### config.mk
export PLATFORM = sky130hd
export DESIGN_NAME = mem_spi_flash_reader
export DESIGN_NICKNAME = d
export VERILOG_FILES = /design/src/rtl/mem_spi_flash_reader.sv
export SDC_FILE = /design/constraint.sdc
export NUM_CORES = 1
export LEC_CHECK = 0
export CAP_MARGIN = 30
export CORE_MARGIN = 3
export CORE_UTILIZATION = 50
export DETAILED_ROUTE_END_ITERATION = 6
export MAX_ROUTING_LAYER = met4
export PLACE_DENSITY = 0.8
export SYNTH_ARGS = -nofsm -noshare
export SYNTH_HDL_FRONTEND = slang
export SYNTH_SLANG_ARGS = --single-unit
### constraint.sdc
create_clock -name CLK -period 4 [get_ports CLK]
set_input_delay 1 -clock CLK [delete_from_list [all_inputs] [get_ports CLK]]
set_output_delay 1 -clock CLK [all_outputs]
set_load 0.1 [all_outputs]
### src/rtl/mem_spi_flash_reader.sv
`default_nettype none
// ============================================================================
// Module   : mem_spi_flash_reader
// Brief    : M-port read slave served from SPI NOR flash (READ 0x03, mode 0).
//            Define MEM_SPI_FLASH_READER_CACHE_EN for a one-word read buffer.
// Revision : 1.0
// ============================================================================
module mem_spi_flash_reader #(
  parameter logic [31:0] MEM_BYTES  = 32'h0000_8000,
  parameter int unsigned SCLK_DIV   = 2,
  parameter logic [23:0] FLASH_BASE = 24'h00_0000
) (
  input  logic        CLK,
  input  logic        RESET,
  input  logic        MEN,
  input  logic [31:0] MADDR,
  input  logic [31:0] MDIN,
  input  logic [3:0]  MWE,
  output logic [31:0] MDOUT,
  output logic        MDONE,
  output logic        MERROR,
  output logic        spi_csn,
  output logic        spi_sclk,
  output logic        spi_mosi,
  input  logic        spi_miso
);

  localparam logic [2:0] S_IDLE   = 3'd0;
  localparam logic [2:0] S_REJECT = 3'd1;
  localparam logic [2:0] S_SELECT = 3'd2;
  localparam logic [2:0] S_SHIFT  = 3'd3;
  localparam logic [2:0] S_DONE   = 3'd4;
`ifdef MEM_SPI_FLASH_READER_CACHE_EN
  localparam logic [2:0] S_HIT    = 3'd5;
`endif
  localparam logic [7:0] DIV_LAST = 8'(SCLK_DIV - 1);
  localparam logic [7:0] CMD_READ = 8'h03;

  logic [2:0]  state_q, state_d;
  logic [23:0] addr_q, addr_d;
  logic [5:0]  bit_q, bit_d;
  logic [7:0]  div_q, div_d;
  logic        half_q, half_d;
  logic [31:0] rx_q, rx_d;
  logic [31:0] mdout_q, mdout_d;

  logic        req_bad;
  logic [23:0] req_addr;
  logic        half_end;
  logic        shift_last;
  logic [31:0] rx_word;
  logic [63:0] frame;
  logic        unused_mdin;

  assign req_bad    = (|MWE) || (MADDR >= MEM_BYTES);
  assign req_addr   = FLASH_BASE + {MADDR[23:2], 2'b00};
  assign half_end   = (div_q == DIV_LAST);
  assign shift_last = half_q && half_end && (bit_q == 6'd63);
  // Flash returns the lowest-addressed byte first; it lands in MDOUT[7:0].
  assign rx_word    = {rx_q[7:0], rx_q[15:8], rx_q[23:16], rx_q[31:24]};
  assign frame      = {CMD_READ, addr_q, 32'h0000_0000};
  assign unused_mdin = ^MDIN;

`ifdef MEM_SPI_FLASH_READER_CACHE_EN
  logic [23:0] tag_q, tag_d;
  logic [31:0] cdata_q, cdata_d;
  logic        valid_q, valid_d;
  logic        cache_hit;

  assign cache_hit = valid_q && (tag_q == req_addr);

  always_comb begin
    tag_d   = tag_q;
    cdata_d = cdata_q;
    valid_d = valid_q;
    if (state_q == S_SHIFT && shift_last) begin
      tag_d   = addr_q;
      cdata_d = rx_word;
      valid_d = 1'b1;
    end
  end

  always_ff @(posedge CLK or posedge RESET) begin
    if (RESET) begin
      tag_q   <= 24'h00_0000;
      cdata_q <= 32'h0000_0000;
      valid_q <= 1'b0;
    end else begin
      tag_q   <= tag_d;
      cdata_q <= cdata_d;
      valid_q <= valid_d;
    end
  end
`endif

  always_ff @(posedge CLK or posedge RESET) begin
    if (RESET) begin
      state_q <= S_IDLE;
    end else begin
      state_q <= state_d;
    end
  end

  always_comb begin
    state_d = state_q;
    case (state_q)
      S_IDLE: begin
        if (MEN) begin
          if (req_bad) begin
            state_d = S_REJECT;
          end
`ifdef MEM_SPI_FLASH_READER_CACHE_EN
          else if (cache_hit) begin
            state_d = S_HIT;
          end
`endif
          else begin
            state_d = S_SELECT;
          end
        end
      end
      S_REJECT: state_d = S_IDLE;
      S_SELECT: state_d = S_SHIFT;
      S_SHIFT:  if (shift_last) state_d = S_DONE;
      S_DONE:   state_d = S_IDLE;
`ifdef MEM_SPI_FLASH_READER_CACHE_EN
      S_HIT:    state_d = S_IDLE;
`endif
      default:  state_d = S_IDLE;
    endcase
  end

  always_comb begin
    addr_d  = addr_q;
    bit_d   = bit_q;
    div_d   = div_q;
    half_d  = half_q;
    rx_d    = rx_q;
    mdout_d = mdout_q;
    case (state_q)
      S_IDLE: begin
        bit_d  = 6'd0;
        div_d  = 8'd0;
        half_d = 1'b0;
        if (MEN && !req_bad) begin
          addr_d = req_addr;
`ifdef MEM_SPI_FLASH_READER_CACHE_EN
          if (cache_hit) mdout_d = cdata_q;
`endif
        end
      end
      S_SHIFT: begin
        if (half_end) begin
          div_d  = 8'd0;
          half_d = !half_q;
          // Low-to-high transition raises sclk: that edge samples miso.
          if (half_q) begin
            bit_d = bit_q + 6'd1;
          end else if (bit_q[5]) begin
            rx_d = {rx_q[30:0], spi_miso};
          end
        end else begin
          div_d = div_q + 8'd1;
        end
        if (shift_last) mdout_d = rx_word;
      end
      default: ;
    endcase
  end

  always_ff @(posedge CLK or posedge RESET) begin
    if (RESET) begin
      addr_q  <= 24'h00_0000;
      bit_q   <= 6'd0;
      div_q   <= 8'd0;
      half_q  <= 1'b0;
      rx_q    <= 32'h0000_0000;
      mdout_q <= 32'h0000_0000;
    end else begin
      addr_q  <= addr_d;
      bit_q   <= bit_d;
      div_q   <= div_d;
      half_q  <= half_d;
      rx_q    <= rx_d;
      mdout_q <= mdout_d;
    end
  end

  always_comb begin
    spi_csn  = 1'b1;
    spi_sclk = 1'b0;
    spi_mosi = 1'b0;
    MDONE    = 1'b0;
    MERROR   = 1'b0;
    case (state_q)
      S_SELECT: begin
        spi_csn  = 1'b0;
        spi_mosi = frame[6'd63 - bit_q];
      end
      S_SHIFT: begin
        spi_csn  = 1'b0;
        spi_sclk = half_q;
        spi_mosi = frame[6'd63 - bit_q];
      end
      S_REJECT: begin
        MDONE  = 1'b1;
        MERROR = 1'b1;
      end
      S_DONE: MDONE = 1'b1;
`ifdef MEM_SPI_FLASH_READER_CACHE_EN
      S_HIT:  MDONE = 1'b1;
`endif
      default: ;
    endcase
  end

  assign MDOUT = mdout_q;

endmodule
`default_nettype wire

* Word level (Yosys, flattened, before mapping)
Cells that the tools add are included.
Cells by class: $add $sub $neg 3, $lt $le $gt $ge 2, equality and inequality tests 10, multiplexer cells 18, bitwise operators 1, reductions and logical operators 17
Operator list (number):
- $ge A32 B16 Y1 const B | 1
- $pmux W8 S2 | 1
- $mux W6 | 2
- $pmux W6 S2 | 1
- $pmux W3 S3 | 1
- $add A8 B1 Y8 const B | 1
- $eq A8 B1 Y1 const B | 1
- $mux W8 | 1
- $ne A2 B2 Y1 const B | 4
- $reduce_and A2 Y1 | 4
- $lt A6 B7 Y1 const B | 1
- $mux W1 | 7
- $add A6 B1 Y6 const B | 1
- $bmux W1 S6 | 1
- $eq A3 B2 Y1 const B | 2
- $eq A6 B6 Y1 const B | 1
- $mux W3 | 2
- $sub A6 B6 Y6 const A | 1
- $reduce_and A4 Y1 | 1
- $reduce_or A2 Y1 | 2
- $reduce_or A4 Y1 | 1
- $eq A3 B1 Y1 const B | 1
- $eq A3 B3 Y1 const B | 1
- $logic_and A1 B1 Y1 | 3
- 8 further kinds | 9
Word-level totals: register bits after elaboration 104, input port bits 72, output and inout port bits 37, logic and storage cells 58

* Longest topological paths before layout
word-level depth 5, depth in mapped cells 8, depth with buffers taken out 6

* Least setup slack after synthesis
No wires, ideal clock.
path type register -> output, start register state_q[2], end output spi_mosi, arrival time 6.222 ns, required time 3.000 ns, path slack -3.222 ns, stages on the path, launching flop included 5, path buffers 1, cells stage by stage dfrtp_1 clkbuf_1 nand2b_1 nand2b_1 a2111oi_0
On the way: cells in the longest elaborated chain, start to end 3, elaborated cells between the ends (all ways) 4, those cells by class eq/ne (2); mux (1); reduce/logical (1)
Ends and longest elaborated chain:
- start, declared | line 39 | logic [2:0] state_q, state_d;
- start signal, assigned | line 100 | state_q <= state_d;
- $eq A3 B2 Y1 | line 195 | case (state_q)
- $reduce_or A2 Y1 (no source line) (*)
- $mux W1 (*)
- end, declared | line 24 | output logic spi_mosi,
Mark *: on every way between the ends. The rest lies on a longest branch, timed or not.

* Final worst setup path
start register bit_q[1], end output spi_mosi
On the way: cells in the longest elaborated chain, start to end 4
Ends and longest elaborated chain:
- start, declared | line 41 | logic [5:0] bit_q, bit_d;
- start signal, assigned | line 181 | bit_q <= bit_d;
- $sub A6 B6 Y6 | line 198, 203
- $bmux W1 S6 | line 198, 203
- $mux W1 (implied by the code) | line 198, 203
- $mux W1
Every way passes these cells. The select of a mux whose other input is x is not followed.

==> impl_metrics.csv <==
group,metric,value,unit
run_status,status,"finished clean",
critical_path,cp.arrival,2.51,ns
logic_synthesis,yosys.cell_types.count,45,
placed_design,io_buffer_count,74,
logic_synthesis,synthFlopType,"dfrtp_1",
clock_network,clk_latency,0.37,ns
floorplan,placementRows,34,
logic_synthesis,yosysSeqAreaShare,56.4,%
timing,skew,0.0145,ns
clock_network,tritoncts,"done",
critical_path,worstPathCellList,"mux4_1 -> mux2_2 -> nor3b_1 -> a2111oi_4 -> buf_4",
floorplan,core_area,8850,sq um
timing,fin_setup_tns,0,ns
critical_path,cpPeakStageDelay,0.61,ns
power_and_ir_drop,p_leak,0.00275,uW
logic_synthesis,synth_nets,407,
clock_network,cts_made_buffers,9,
timing,rsz0062_at_grt,"no",
layout,multiInputGateArea,1880,sq um
clock_network,post_cts_resized,0,
route,routed_via_density,5.38,
floorplan,io_pins,109,
clock_network,cts_max_level,3,
logic_synthesis,synth_area_per_cell,13.9,sq um
layout,antenna_cells,0,
logic_synthesis,yosys.cell_count.top_type,"dfrtp_1",
timing,drv_slew,0,
clock_network,cts.reportedPaths.clkPinSlew,0.10,ns
layout,regArea,2600,sq um
layout,fillers,659,
grt,antenna_found_initial,0,
route,m1WireLength,3550,um
logic_synthesis,yosys-top-cells-count,"104 x dfrtp_1, 50 x mux2_2, 29 x mux2_4",
critical_path,end_kind,"output port",
floorplan,die_area,10400,sq um
critical_path,crit_fanout,11,
grt,grt_overflow,0,
grt,grt_pass1_wl,14000,um
grt,track_usage,17.5,%
power_and_ir_drop,ir_drop,0.000221,V
power_and_ir_drop,power_per_cell_area,311,nW/um^2
critical_path,path_class,"reg2out",
critical_path,regToRegSetupSlack,1.24,ns
min_path,min_path_type,"reg2reg",
placed_design,dp.final_hpwl,5860,um
route,top_layer,"met4",
critical_path,cp_data_required_time,3.00,ns
route,wirelength,8210,um
job,maxCapViolations,0,
logic_synthesis,synth_top_area_share,56.4,%
critical_path,crit_path_top_delay_cell,"dfrtp_1",
clock_network,numClockSinks,104,
logic_synthesis,synth_edf_count,0,
route,met3WireLength,275,um
timing,worst_pin_slew,0.990,ns
clock_network,cts-root-buf,"clkbuf_8",
clock_network,hold_buffers,0,
placed_design,globalplace.congestion,0.850,
route,ant_nets,0,
timing,min_period,3.51,ns
grt,grt_max_degree,60,
clock_network,postCtsSetupRepairBufs,0,
layout,utilization,63.5,%
timing,fin_crit_sh,87.8,%
timing,setup_violations,0,
route,dr_wl_met2,4300,um
route,via_count,2783,
route,drtIter0Drc,115,
route,wl_per_cell,15.9,um
logic_synthesis,yosys.area.top_type,"dfrtp_1",
route,dr.pass1.iters,4,
clock_network,clock_tree.buffer_depth,2,
route,drc,0,
logic_synthesis,synth_cells,332,
logic_synthesis,ys_warn_count,0,
floorplan,fp.dieW,102,um
logic_synthesis,syn_area,4610,sq um
grt,grt_pass1_vias,2892,
timing,max_slew_margin,33.8,%
layout,final_net_count,479,
timing,hold_violations,0,
floorplan,start_util,52.1,%
critical_path,crit_path_start_kind,"flop",
logic_synthesis,synth.area.top_cells,"dfrtp_1 56%, mux2_2 12%, mux2_4 9.4%, nor2b_1 1.4%, buf_12 1.3%",
timing,fmax,0.285,GHz
logic_synthesis,synthArstFlopShare,100,%
logic_synthesis,ys_seq_elements,104,
layout,areaGrowthSynthToFinish,21.8,%
layout,drive_above_1_share,28.6,%
floorplan,die_h,102,um
-- final cells by class --
class / instances / area share, %
clock buffer: 9 / 2.21
clock inverter: 7 / 1.29
inverter: 6 / 0.446
multi-input combinational: 204 / 33.4
sequential: 104 / 46.3
tap: 108 / 2.41
timing repair buffer: 79 / 13.9
-- path summary, 6_finish.rpt --
check / startpoint / end / cells after the start
worst max-delay path: bit_q[1] / spi_mosi / 5
worst min-delay path: addr_q[19] / addr_q[19] / 1
worst max register to register: bit_q[1] / MDOUT[16] / 6
worst min register to register: addr_q[19] / addr_q[19] / 1
max in group asynchronous: RESET / MDOUT[4] / 3
min in group asynchronous: RESET / rx_q[16] / 2
-- per-layer routing --
layer  track usage [%]  vias to the layer above
met5                 -                        -
met4              4.54                        0
met3              4.23                        7
met2              28.6                       44
met1              22.1                     1398
li1                  -                     1334
-- registers in the layout (all words and copies together), names as in the netlist --
| register | count |
|---|---|
| rx_q | 32 |
| addr_q | 22 |
| state_q | 3 |
| bit_q | 6 |
| half_q | 1 |
| MDOUT | 32 |
| div_q | 8 |
-- layout by cell type (no fill, tap or decap), types with 5 or more instances in the layout --
cell,count
dfrtp_1,104
mux2_4,29
nand3_1,5
nor3_1,6
mux2i_1,5
nor2b_1,10
o21ai_0,10
buf_4,9
nor4_1,7
a21oi_1,6
xnor2_1,6
nand2_1,16
clkdlybuf4s50_1,69
clkbuf_8,9
nor2_1,10
mux2_2,50
-- per-stage QoR --
stage	setup WS [ns]	instances	hold slack [ns]	total power [uW]	area [sq um]
global placement	0.884	500	0.475	1130	5400
finish	0.489	517	0.510	1750	5620
CTS	0.451	517	0.514	1770	5620
floorplan	0.268	332	0.456	1090	4630
global route	0.340	517	0.531	1820	5620
detailed placement	0.878	501	0.488	1130	5420
-- where the power goes --
part	internal (uW)	switching (uW)	total (uW)
logic	34.1	25.2	59.3
clock network	245	391	635
registers	1050	0.290	1050
total	1330	416	1750
-- logic make-up (layout without fill, tap and decap cells) --
family	count (synthesis)	in the layout	share of synthesized area, %
adders and majority gates	3	3	0.814
buffers and inverters	24	101	3.37
and+or+nand+nor	77	77	9.39
DFF	104	104	56.4
muxes	88	88	24.6
xor gates and xnor gates	6	6	1.14
AOI/OAI and AO/OA	30	30	4.23
-- critical path, delay by kind of cell (launching register included) --
kind	cells	cell delay (ns)
AO/OA/AOI/OAI	1	0.05
flip-flops	1	0.61
buffers and inverters	1	0.26
multiplexers	2	0.89
AND/OR/NAND/NOR	1	0.33
No activity file was read; power rests on OpenSTA's default activity.
